<file path="config.mk">
export PLATFORM = sky130hd
export DESIGN_NAME = qar_mem_arbiter
export DESIGN_NICKNAME = d
export VERILOG_FILES = /design/src/rtl/qar_mem_arbiter.sv
export SDC_FILE = /design/constraint.sdc
export NUM_CORES = 1
export LEC_CHECK = 0
export CORE_AREA = 2 2 143 145
export CTS_BUF_LIST = sky130_fd_sc_hd__clkbuf_4 sky130_fd_sc_hd__clkbuf_8 sky130_fd_sc_hd__clkbuf_16
export CTS_CLUSTER_SIZE = 12
export DETAILED_ROUTE_END_ITERATION = 8
export DIE_AREA = 0 0 145 147
export PLACE_DENSITY = 0.65
export REMOVE_ABC_BUFFERS = 1
export SETUP_SLACK_MARGIN = 0.4
export SKIP_CTS_REPAIR_TIMING = 1
export SKIP_LAST_GASP = 1
export SYNTH_ARGS = -nofsm -noshare
export SYNTH_HDL_FRONTEND = slang
export SYNTH_SLANG_ARGS = --single-unit
</file>
<file path="constraint.sdc">
create_clock -name clk -period 2.95 [get_ports clk]
set_input_delay 0.885 -clock clk [delete_from_list [all_inputs] [get_ports clk]]
set_output_delay 0.885 -clock clk [all_outputs]
set_load 0.05 [all_outputs]
</file>
<file path="src/rtl/qar_mem_arbiter.sv">
`default_nettype none
// ============================================================================
// Module  : qar_mem_arbiter
// Desc    : Shares one valid/ready memory port between instruction fetch and
//           data access. Data has priority, fetch starvation is bounded, and
//           a stalled transfer ends with an error completion after TIMEOUT.
//           Optional statistics counters are built when QAR_ARB_STATS_EN is
//           defined.
// Rev     : 1.0  initial release
// ============================================================================
module qar_mem_arbiter #(
    parameter int                    ADDR_WIDTH   = 32,
    parameter int                    DATA_WIDTH   = 32,
    parameter int                    STARVE_LIMIT = 4,
    parameter int                    TIMEOUT      = 64,
    parameter logic [DATA_WIDTH-1:0] ERR_DATA     = 32'h0000_0013
) (
    input  logic                  clk,
    input  logic                  rst_n,
    input  logic                  i_valid,
    input  logic [ADDR_WIDTH-1:0] i_addr,
    output logic                  i_ready,
    output logic [DATA_WIDTH-1:0] i_rdata,
    input  logic                  d_valid,
    input  logic                  d_we,
    input  logic [ADDR_WIDTH-1:0] d_addr,
    input  logic [DATA_WIDTH-1:0] d_wdata,
    output logic                  d_ready,
    output logic [DATA_WIDTH-1:0] d_rdata,
    output logic                  m_valid,
    output logic                  m_we,
    output logic [ADDR_WIDTH-1:0] m_addr,
    output logic [DATA_WIDTH-1:0] m_wdata,
    input  logic                  m_ready,
    input  logic [DATA_WIDTH-1:0] m_rdata,
    output logic                  m_src,
    output logic                  err_timeout,
    output logic [31:0]           stat_i_grants,
    output logic [31:0]           stat_d_grants,
    output logic [31:0]           stat_wait_cycles
);

    localparam int              TIMER_W      = (TIMEOUT > 1) ? $clog2(TIMEOUT) : 1;
    localparam logic [TIMER_W-1:0] C_TIMER_LAST = TIMER_W'((TIMEOUT > 0) ? (TIMEOUT - 1) : 0);
    localparam logic [3:0]      C_STARVE_LIM = 4'(STARVE_LIMIT);

    typedef enum logic [1:0] {
        ST_IDLE   = 2'd0,
        ST_BUSY_I = 2'd1,
        ST_BUSY_D = 2'd2
    } state_t;

    state_t                  r_state;
    state_t                  w_state_nxt;
    logic [3:0]              r_starve;
    logic [TIMER_W-1:0]      r_timer;
    logic                    r_we;
    logic [ADDR_WIDTH-1:0]   r_addr;
    logic [DATA_WIDTH-1:0]   r_wdata;

    logic                    w_busy;
    logic                    w_timeout;
    logic                    w_done;
    logic                    w_grant_i;
    logic                    w_grant_d;
    logic                    w_arb_point;
    logic                    w_i_pend;
    logic [DATA_WIDTH-1:0]   w_cpl_data;

    // Outputs are forced quiet while reset is held, not just after the edge.
    assign w_busy      = rst_n && (r_state != ST_IDLE);
    assign w_timeout   = (TIMEOUT != 0) && w_busy && !m_ready && (r_timer == C_TIMER_LAST);
    assign w_done      = w_busy && (m_ready || w_timeout);
    assign w_cpl_data  = m_ready ? m_rdata : ERR_DATA;
    // A fetch valid seen while fetch owns the port belongs to its own transfer.
    assign w_i_pend    = i_valid && (r_state != ST_BUSY_I);

    always_comb begin
        w_state_nxt = r_state;
        w_grant_i   = 1'b0;
        w_grant_d   = 1'b0;
        w_arb_point = 1'b0;
        case (r_state)
            ST_IDLE: begin
                w_arb_point = 1'b1;
                if (d_valid && (!i_valid || (r_starve < C_STARVE_LIM))) begin
                    w_grant_d = 1'b1;
                end else if (i_valid) begin
                    w_grant_i = 1'b1;
                end
            end
            ST_BUSY_I: begin
                if (w_done) begin
                    w_arb_point = 1'b1;
                    w_grant_d   = d_valid;
                end
            end
            ST_BUSY_D: begin
                if (w_done) begin
                    w_arb_point = 1'b1;
                    w_grant_i   = i_valid;
                end
            end
            default: w_state_nxt = ST_IDLE;
        endcase
        if (w_grant_d) begin
            w_state_nxt = ST_BUSY_D;
        end else if (w_grant_i) begin
            w_state_nxt = ST_BUSY_I;
        end else if (w_arb_point) begin
            w_state_nxt = ST_IDLE;
        end
    end

    always_ff @(posedge clk) begin
        if (!rst_n) begin
            r_state  <= ST_IDLE;
            r_starve <= 4'd0;
            r_timer  <= '0;
            r_we     <= 1'b0;
            r_addr   <= '0;
            r_wdata  <= '0;
        end else begin
            r_state <= w_state_nxt;
            if (w_grant_d) begin
                r_we    <= d_we;
                r_addr  <= d_addr;
                r_wdata <= d_wdata;
            end else if (w_grant_i) begin
                r_we    <= 1'b0;
                r_addr  <= i_addr;
                r_wdata <= '0;
            end
            if (w_grant_i) begin
                r_starve <= 4'd0;
            end else if (w_grant_d) begin
                r_starve <= !w_i_pend ? 4'd0 :
                            (r_starve == 4'd15) ? 4'd15 : r_starve + 4'd1;
            end else if (w_arb_point) begin
                r_starve <= 4'd0;
            end
            if (w_grant_i || w_grant_d) begin
                r_timer <= '0;
            end else if (w_busy && !m_ready) begin
                r_timer <= r_timer + TIMER_W'(1);
            end
        end
    end

    assign m_valid     = w_busy;
    assign m_src       = w_busy && (r_state == ST_BUSY_D);
    assign m_we        = w_busy && r_we;
    assign m_addr      = w_busy ? r_addr  : '0;
    assign m_wdata     = w_busy ? r_wdata : '0;
    assign i_ready     = w_done && (r_state == ST_BUSY_I);
    assign d_ready     = w_done && (r_state == ST_BUSY_D);
    assign i_rdata     = i_ready ? w_cpl_data : '0;
    assign d_rdata     = d_ready ? w_cpl_data : '0;
    assign err_timeout = w_timeout;

`ifdef QAR_ARB_STATS_EN
    logic [31:0] r_stat_i;
    logic [31:0] r_stat_d;
    logic [31:0] r_stat_wait;
    logic        w_i_wait;
    logic        w_d_wait;

    assign w_i_wait = i_valid && (r_state != ST_BUSY_I);
    assign w_d_wait = d_valid && (r_state != ST_BUSY_D);

    always_ff @(posedge clk) begin
        if (!rst_n) begin
            r_stat_i    <= 32'd0;
            r_stat_d    <= 32'd0;
            r_stat_wait <= 32'd0;
        end else begin
            if (w_grant_i) r_stat_i <= r_stat_i + 32'd1;
            if (w_grant_d) r_stat_d <= r_stat_d + 32'd1;
            r_stat_wait <= r_stat_wait + 32'(w_i_wait) + 32'(w_d_wait);
        end
    end

    assign stat_i_grants    = rst_n ? r_stat_i    : 32'd0;
    assign stat_d_grants    = rst_n ? r_stat_d    : 32'd0;
    assign stat_wait_cycles = rst_n ? r_stat_wait : 32'd0;
`else
    assign stat_i_grants    = 32'd0;
    assign stat_d_grants    = 32'd0;
    assign stat_wait_cycles = 32'd0;
`endif

endmodule
`default_nettype wire
</file>
==> After elaboration in Yosys (flattened, before gate mapping) <==
Cells that the tools add are included.
{ "totals": {"reg_bits": 77, "word_cells": 70, "out_inout_bits": 230, "input_bits": 134} }
{ "classes": {"muxes": 28, "bitwise": 1, "addsub": 2, "n_reduce_logical": 24, "n_lt_le_gt_ge": 1, "n_eq_ne": 7} }
{ "op_table": {"columns": ["op", "n"], "rows": [
  ["32-bit 2-to-1 mux", 9],
  ["4-bit 2-to-1 mux", 4],
  ["1-bit logical AND", 10],
  ["1-bit 2-to-1 mux", 8],
  ["2-bit 2-to-1 mux", 4],
  ["2-bit OR reduction", 4],
  ["6-bit by 1-bit adder with 6-bit output, second input constant", 1],
  ["6-bit == test, second input constant", 1],
  ["1-bit one-hot mux with 2 select lines", 3],
  ["2-bit nonzero test", 3],
  ["4-bit by 1-bit adder with 4-bit output, second input constant", 1],
  ["4-bit == test, second input constant", 1],
  ["4-bit by 3-bit < comparator with 1-bit output, second input constant", 1],
  ["4-bit by 1-bit != test with 1-bit output, second input constant", 1],
  ["1-bit logical OR", 3],
  ["3-bit by 1-bit != test with 1-bit output, second input constant", 1],
  ["3-bit OR reduction", 1],
  ["2-bit by 1-bit == test with 1-bit output, second input constant", 1],
  ["2-bit == test, second input constant", 1],
  ["1-bit zero test", 2],
  ["2-bit zero test", 1],
  ["2-bit by 1-bit != test with 1-bit output, second input constant", 1],
  ["1-bit NOT", 1]
]} }

==> Longest topological paths before layout <==
Gate-level depths: netlist (run 1).
{ "logic_depth": {"ltp_word": 11, "ltp_mapped": 13, "ltp_nobuf": 11} }

==> Worst setup path before layout (run 1) <==
Ideal clock, no wire load.
{ "synth_path": {"path_type": "input to output", "from": "in m_ready", "to": "out err_timeout", "t_required_ns": 2.065, "path_stages": 3, "slack_ns": -0.746, "path_buffers": 2, "arrival_ns": 2.811, "cell_sequence": "clkbuf_1 -> clkbuf_1 -> nor4_1"} }
{ "synth_via": {"elab_chain_cells": 3} }
{ "synth_lines": {"columns": ["element", "line_no", "source"], "rows": [
  ["start: declaration", "34", "input logic m_ready,"],
  ["1-bit zero test", "72", "assign w_timeout = (TIMEOUT != 0) && w_busy && !m_ready && (r_timer == C_TIMER_LAST);"],
  ["1-bit logical AND (2 in a row)", "72", null],
  ["end: declaration", "37", "output logic err_timeout,"]
]} }
Every way passes these cells.

==> Worst setup path after layout (run 1) <==
{ "layout_path": {"from": "in m_ready", "to": "out i_rdata[3]"} }
{ "layout_via": {"elab_chain_cells": 7, "word_cells_on_any_way": 8, "classes_between": "mux (2); reduce/logical (6)"} }
{ "layout_lines": {"columns": ["element", "line_no", "source"], "rows": [
  ["1-bit zero test", "72", null],
  ["1-bit logical AND (2 in a row)", "72", null],
  ["1-bit logical OR", "73", "assign w_done = w_busy && (m_ready || w_timeout);"],
  ["1-bit logical AND", "73", null],
  ["1-bit logical AND", "155", "assign i_ready = w_done && (r_state == ST_BUSY_I);"],
  ["32-bit 2-to-1 mux *", "157", "assign i_rdata = i_ready ? w_cpl_data : '0;"],
  ["end: declaration", "23", "output logic [DATA_WIDTH-1:0] i_rdata,"]
]} }
Every way passes the cells marked *; elsewhere a longest branch is shown, timed or not.

==> impl_metrics.ini, run 1 <==
[outcome]
outcome = finished, final reports clean

[floorplan]
rows = 52
die_w_um = 145
initial_utilization_pct = 24.5
dieArea_um2 = 21300
core_area_um2 = 19800
die-height_um = 147
ioPinCount = 364

[grt]
grt_pass1_vias = 4942
grt_max_degree = 73
grt_pass1_wl_um = 26500
grtUsageTotal_pct = 15.4
gr-total-overflow = 0
grt_antenna_before_repair = 1

[logic_synthesis]
synthCells = 689
async_flop_share_pct = 0
ys_ff_latch = 77
synth_top_family_by_area = simple AND/OR/NAND/NOR gates
ys.flop_type = dfxtp_1
synthMuxAreaShare_pct = 0
syn-cell-area_um2 = 4860
yosys.area_share.simple_pct = 30.7
yosys_warnings = 0
netlist-cell-type-count = 33
synth-xor-area-share_pct = 0.901
synth_compound_area_share_pct = 15.2
synthAdderAreaFrac_pct = 1.55
synth-edff-count = 0
synth.avg_cell_area_um2 = 7.05
yosysSeqAreaShare_pct = 31.7

[finish]
multi_input_area_um2 = 3440
antenna_cells = 0
nFillCells = 1703
final_cell_mix = buf_12, nand2_1, clkdlybuf4s50_1, conb_1, dfxtp_1
layout-drive-gt1-share_pct = 36.6
final_common_cell = buf_12
regArea_um2 = 1550
design_area_um2 = 10600
areaGrowthSynthToFinish_pct = 119
final_nets = 1116

[clock_tree]
insertion_delay_ns = 0.34
htreeDepth = 3
tritoncts = done
cts_inserted_buffers = 9
numClockSinks = 77
clkTransAtPathRegs_ns = 0.07
root_buffer = clkbuf_16
cts_buffer_depth = 2

[min_path]
worstHoldPathType = register to register

[routing]
wl_um = 20200
drc_errors = 0
num_vias = 5471
first_pass_iters = 4
drt-vias-per-instance = 4.37
postRouteAntennaNets = 0
wl_per_cell_um = 16.2
drtIter0Drc = 225

[worst_setup_path]
worstPathCellList = clkbuf_2 -> o21bai_4 -> nand3_4 -> buf_8 -> nor2_2 -> buf_12
worstPathArrival_ns = 1.94
end_kind = primary output
crit_buf_inv = 3
cp_max_fo = 8
cp_slowest_stage_delay_ns = 0.21
path_class = primary input to primary output
worstPathRequired_ns = 2.07
slowest_stage = buf_8
path_delay_family = buffers and inverters
critPathLaunchType = primary input

[timing]
layout_min_cycle_time_ns = 2.82
clock.fmax_mhz = 354
hold_slack_ns = 0.467
worstMarginPinSlew_ns = 0.684
finClkSkew_ns = 0.00958
rsz0062_at_grt = yes
fin_ws_ns = 0.126
hold_violations = 0
relSlewSlack_pct = 54.4
setup_tns_ns = 0
setup_viol = 0
finalCritPeriodShare_pct = 95.7
slew_violations = 0

[placement]
gp_congestion = 0.814
place_hpwl_um = 12700
place_area_um2 = 9000
place_ws_ns = -0.229
port_buffers = 267

[pwr]
power_leakage_nw = 4.26
power_density_nw_per_um2 = 342
ir_worst_vdd_v = 0.000231
power.total_mw = 3.64

[run]
maxCapViolations = 0
==> Yosys cell counts, types with 3 or more instances <==
master / number / share of area, %
o21ai_0: 35 / 3.6
and2_1: 65 / 8.4
nor2_1: 75 / 5.8
nand3_1: 41 / 4.2
a31oi_1: 34 / 4.4
nand4_1: 3 / 0.39
xnor2_1: 3 / 0.54
a21oi_1: 5 / 0.51
clkbuf_1: 30 / 2.3
buf_2: 14 / 1.4
nand2_1: 138 / 11
inv_1: 5 / 0.39
a21boi_0: 35 / 5.4
buf_4: 99 / 15
inv_2: 3 / 0.23
nor2b_1: 3 / 0.39
ha_1: 6 / 1.5
dfxtp_1: 77 / 32
==> path summary, 6_finish.rpt <==
check / start / to / slack (ns) / cells after the start
worst min-delay path: r_addr[15] / r_addr[15] / 0.47 / 2
worst max register to register: r_state[0] / r_starve[2] / 0.50 / 11
worst max-delay path: m_ready / i_rdata[3] / 0.13 / 6
worst min register to register: r_addr[15] / r_addr[15] / 0.47 / 2
==> where the power goes <==
| part | internal (mW) | switching, mW | leakage (nW) |
|---|---|---|---|
| logic | 0.455 | 0.701 | 3.45 |
| clock network | 0.858 | 0.468 | 0.174 |
| registers | 1.12 | 0.0374 | 0.636 |
| total | 2.43 | 1.21 | 4.26 |
==> cell families (layout without fill, tap and decap cells) <==
| kind of cell | after synthesis | count (layout) |
|---|---|---|
| XOR/XNOR | 5 | 5 |
| AO/OA/AOI/OAI | 116 | 116 |
| other | 1 | 96 |
| AND/OR/NAND/NOR | 331 | 331 |
| adder cells (fa/ha/maj) | 6 | 6 |
| buffers and inverters | 153 | 350 |
| flip-flops | 77 | 77 |
==> metal layers <==
| metal | track usage [%] | wire, um |
|---|---|---|
| met1 | 17.8 | 7670 |
| met2 | 26.0 | 10300 |
| met3 | 5.37 | 1660 |
| met4 | 6.14 | 569 |
| met5 | 0 | 12 |
==> layout make-up <==
cell class	count	area share, %
multi-input combinational	554	32.4
tap	270	3.17
clock inverter	6	1.09
sequential	77	14.5
clock buffer	10	2.25
timing repair buffer	326	46.1
inverter	8	0.494
==> tightest hold or removal path, cell delays in order (launching register included) <==
cell and delay (ns):
dfxtp_1 0.31, nand2_1 0.05, a31oi_1 0.06
==> flip-flops by register name, summed over array words and instances, names as in the netlist <==
signal,count
r_addr,32
r_wdata,32
r_timer,6
r_starve,4
r_state,2
r_we,1
==> metrics by stage <==
step	std cells	utilization [%]
final	1251	53.6
after global routing	1251	53.6
after CTS	1223	47.2
after detailed placement	1207	45.4
after global placement	1207	45.4
after floorplan	639	-
Note: power is estimated with default switching activity, not from simulation.
==> run 2: changes to the inputs <==
Settings changed: CORE_AREA 2 2 143 145 to 2 2 140 142, DIE_AREA 0 0 145 147 to 0 0 142 144, PLACE_DENSITY 0.65 to 0.67, SLEW_MARGIN set to 20.
==> run 2 against run 1 <==
- clock skew is 0.0019 ns lower
- maximum frequency is 1.1% higher
- sequential cell count unchanged
- core utilization is 0.73 points higher
- global-route usage is 0.28 points higher
- highest routed layer is now met4
==> impl_metrics.ini, run 2 (synthesis gave the netlist of run 1 again) <==
[worst_setup_path]
worstPathArrival_ns = 1.91
end_kind = primary output
ff2ff_setup_slack_ns = 0.53
worstPathCellList = clkbuf_2 -> buf_6 -> nor2b_2 -> nor2_4 -> buf_4 -> buf_12
reg2reg_to = r_starve[2]
reg2regPathDepth = 11
crit-reg2reg-launch = r_state[0]
critPathLaunchType = primary input
path_class = primary input to primary output
cp_slowest_stage_delay_ns = 0.29
cp_max_fo = 21
worstPathRequired_ns = 2.07
slowest_stage = nor2b_2

[floorplan]
initial_utilization_pct = 25.5
die-height_um = 144
ioPinCount = 364
dieArea_um2 = 20400
core_area_um2 = 19100
rows = 51
die_w_um = 142

[grt]
grt_antenna_before_repair = 0
grt_pass1_wl_um = 25400
gr-total-overflow = 0
grtUsageTotal_pct = 15.6
grt_max_degree = 80
grt_pass1_vias = 4978

[pwr]
ir_worst_vdd_v = 0.000311
power_leakage_nw = 4.14
power.total_mw = 3.40
power_density_nw_per_um2 = 328

[timing]
hold_slack_ns = 0.468
rsz0062_at_grt = yes
slew_violations = 0
hold_violations = 0
clock.fmax_mhz = 358
finalCritPeriodShare_pct = 94.7
layout_min_cycle_time_ns = 2.79
worstMarginPinSlew_ns = 0.687
relSlewSlack_pct = 54.2
finClkSkew_ns = 0.00765
setup_viol = 0

[finish]
design_area_um2 = 10400
nFillCells = 1620
final-instance-count-excl-fill = 1210
utilization_pct = 54.3
layout-drive-gt1-share_pct = 35.1
reg_top3 = r_addr x32, r_wdata x32, r_timer x6
areaGrowthSynthToFinish_pct = 113
final_common_cell = buf_12
antenna_cells = 0
final_nets = 1108
final_cell_mix = buf_12, clkdlybuf4s50_1, nand2_1, conb_1, dfxtp_1

[min_path]
worstHoldPathType = register to register
min_from = r_starve[3]
min_to = r_starve[3]
hold_depth = 2

[clock_tree]
root_buffer = clkbuf_16
insertion_delay_ns = 0.33
clkTransAtPathRegs_ns = 0.06
cts_buffer_depth = 2
htreeDepth = 3
cts_inserted_buffers = 9
numClockSinks = 77
tritoncts = done

[routing]
first_pass_iters = 4
wl_per_cell_um = 16.3
drt-vias-per-instance = 4.43
wl_um = 19800
postRouteAntennaNets = 0
drc_errors = 0
num_vias = 5363
drtIter0Drc = 243

[placement]
dpl.cell_count = 1174
port_buffers = 267
place_area_um2 = 8940
gp_congestion = 0.782
place_hpwl_um = 12500

[outcome]
outcome = finished, final reports clean

[run]
maxCapViolations = 0
run 2: cell count changes in the layout (fill, tap and decap cells not counted), sizes merged:
cell / previous run / this run
clkinv: 2 / 3
inv: 9 / 8
clkinvlp: 0 / 1
bufinv: 3 / 1
clkdlybuf4s50: 118 / 122
buf: 183 / 177
clkbuf: 22 / 20
dlymetal6s2s: 13 / 9
run 2: where the power goes:
group          internal (mW)  switching [mW]
logic                  0.442           0.695
clock network          0.677           0.438
registers               1.12          0.0347
run 2: final cells by class:
class | instances | area (um2) | share of cell area, %
Clock buffer | 10 | 239 | 2.30
Clock inverter | 5 | 60.1 | 0.579
Inverter | 8 | 47.5 | 0.459
Multi-Input combinational cell | 554 | 3390 | 32.7
Sequential cell | 77 | 1550 | 14.9
Tap cell | 238 | 298 | 2.87
Timing Repair Buffer | 318 | 4790 | 46.2
run 2: how the worst max path moves through the flow:
| stage | depth (start not counted) | to | start |
|---|---|---|---|
| 2_1_floorplan | 9 | r_timer[1] | rst_n |
| 3_3_place_gp | 7 | d_rdata[4] | m_ready |
| 3_5_place_dp | 7 | d_rdata[4] | m_ready |
| 4_1_cts | 10 | d_rdata[4] | r_state[0] |
| 5_1_grt | 7 | i_rdata[9] | r_timer[0] |
| 6_report | 6 | d_rdata[4] | m_ready |
run 2: through the flow:
| stage | TNS [ns] | setup WS (ns) |
|---|---|---|
| 6_report | 0 | 0.158 |
| 3_3_place_gp | -4.84 | -0.191 |
| 5_1_grt | 0 | 0.0801 |
| 4_1_cts | -8.70 | -0.218 |
| 3_5_place_dp | -6.61 | -0.210 |
| 2_1_floorplan | -166.91 | -1.62 |
run 2: critical path: cells and delay by family:
| family | cells | cell delay, ns |
|---|---|---|
| buf+inv | 4 | 0.66 |
| simple gates | 2 | 0.36 |
run 2: per-layer routing:
metal	vias up	global-route usage (%)	part of all wire (%)
met5	-	0	0
met4	0	4.11	1.6
met3	21	5.00	7.1
met2	252	28.8	52
met1	2483	17.4	40
li1	2607	-	-
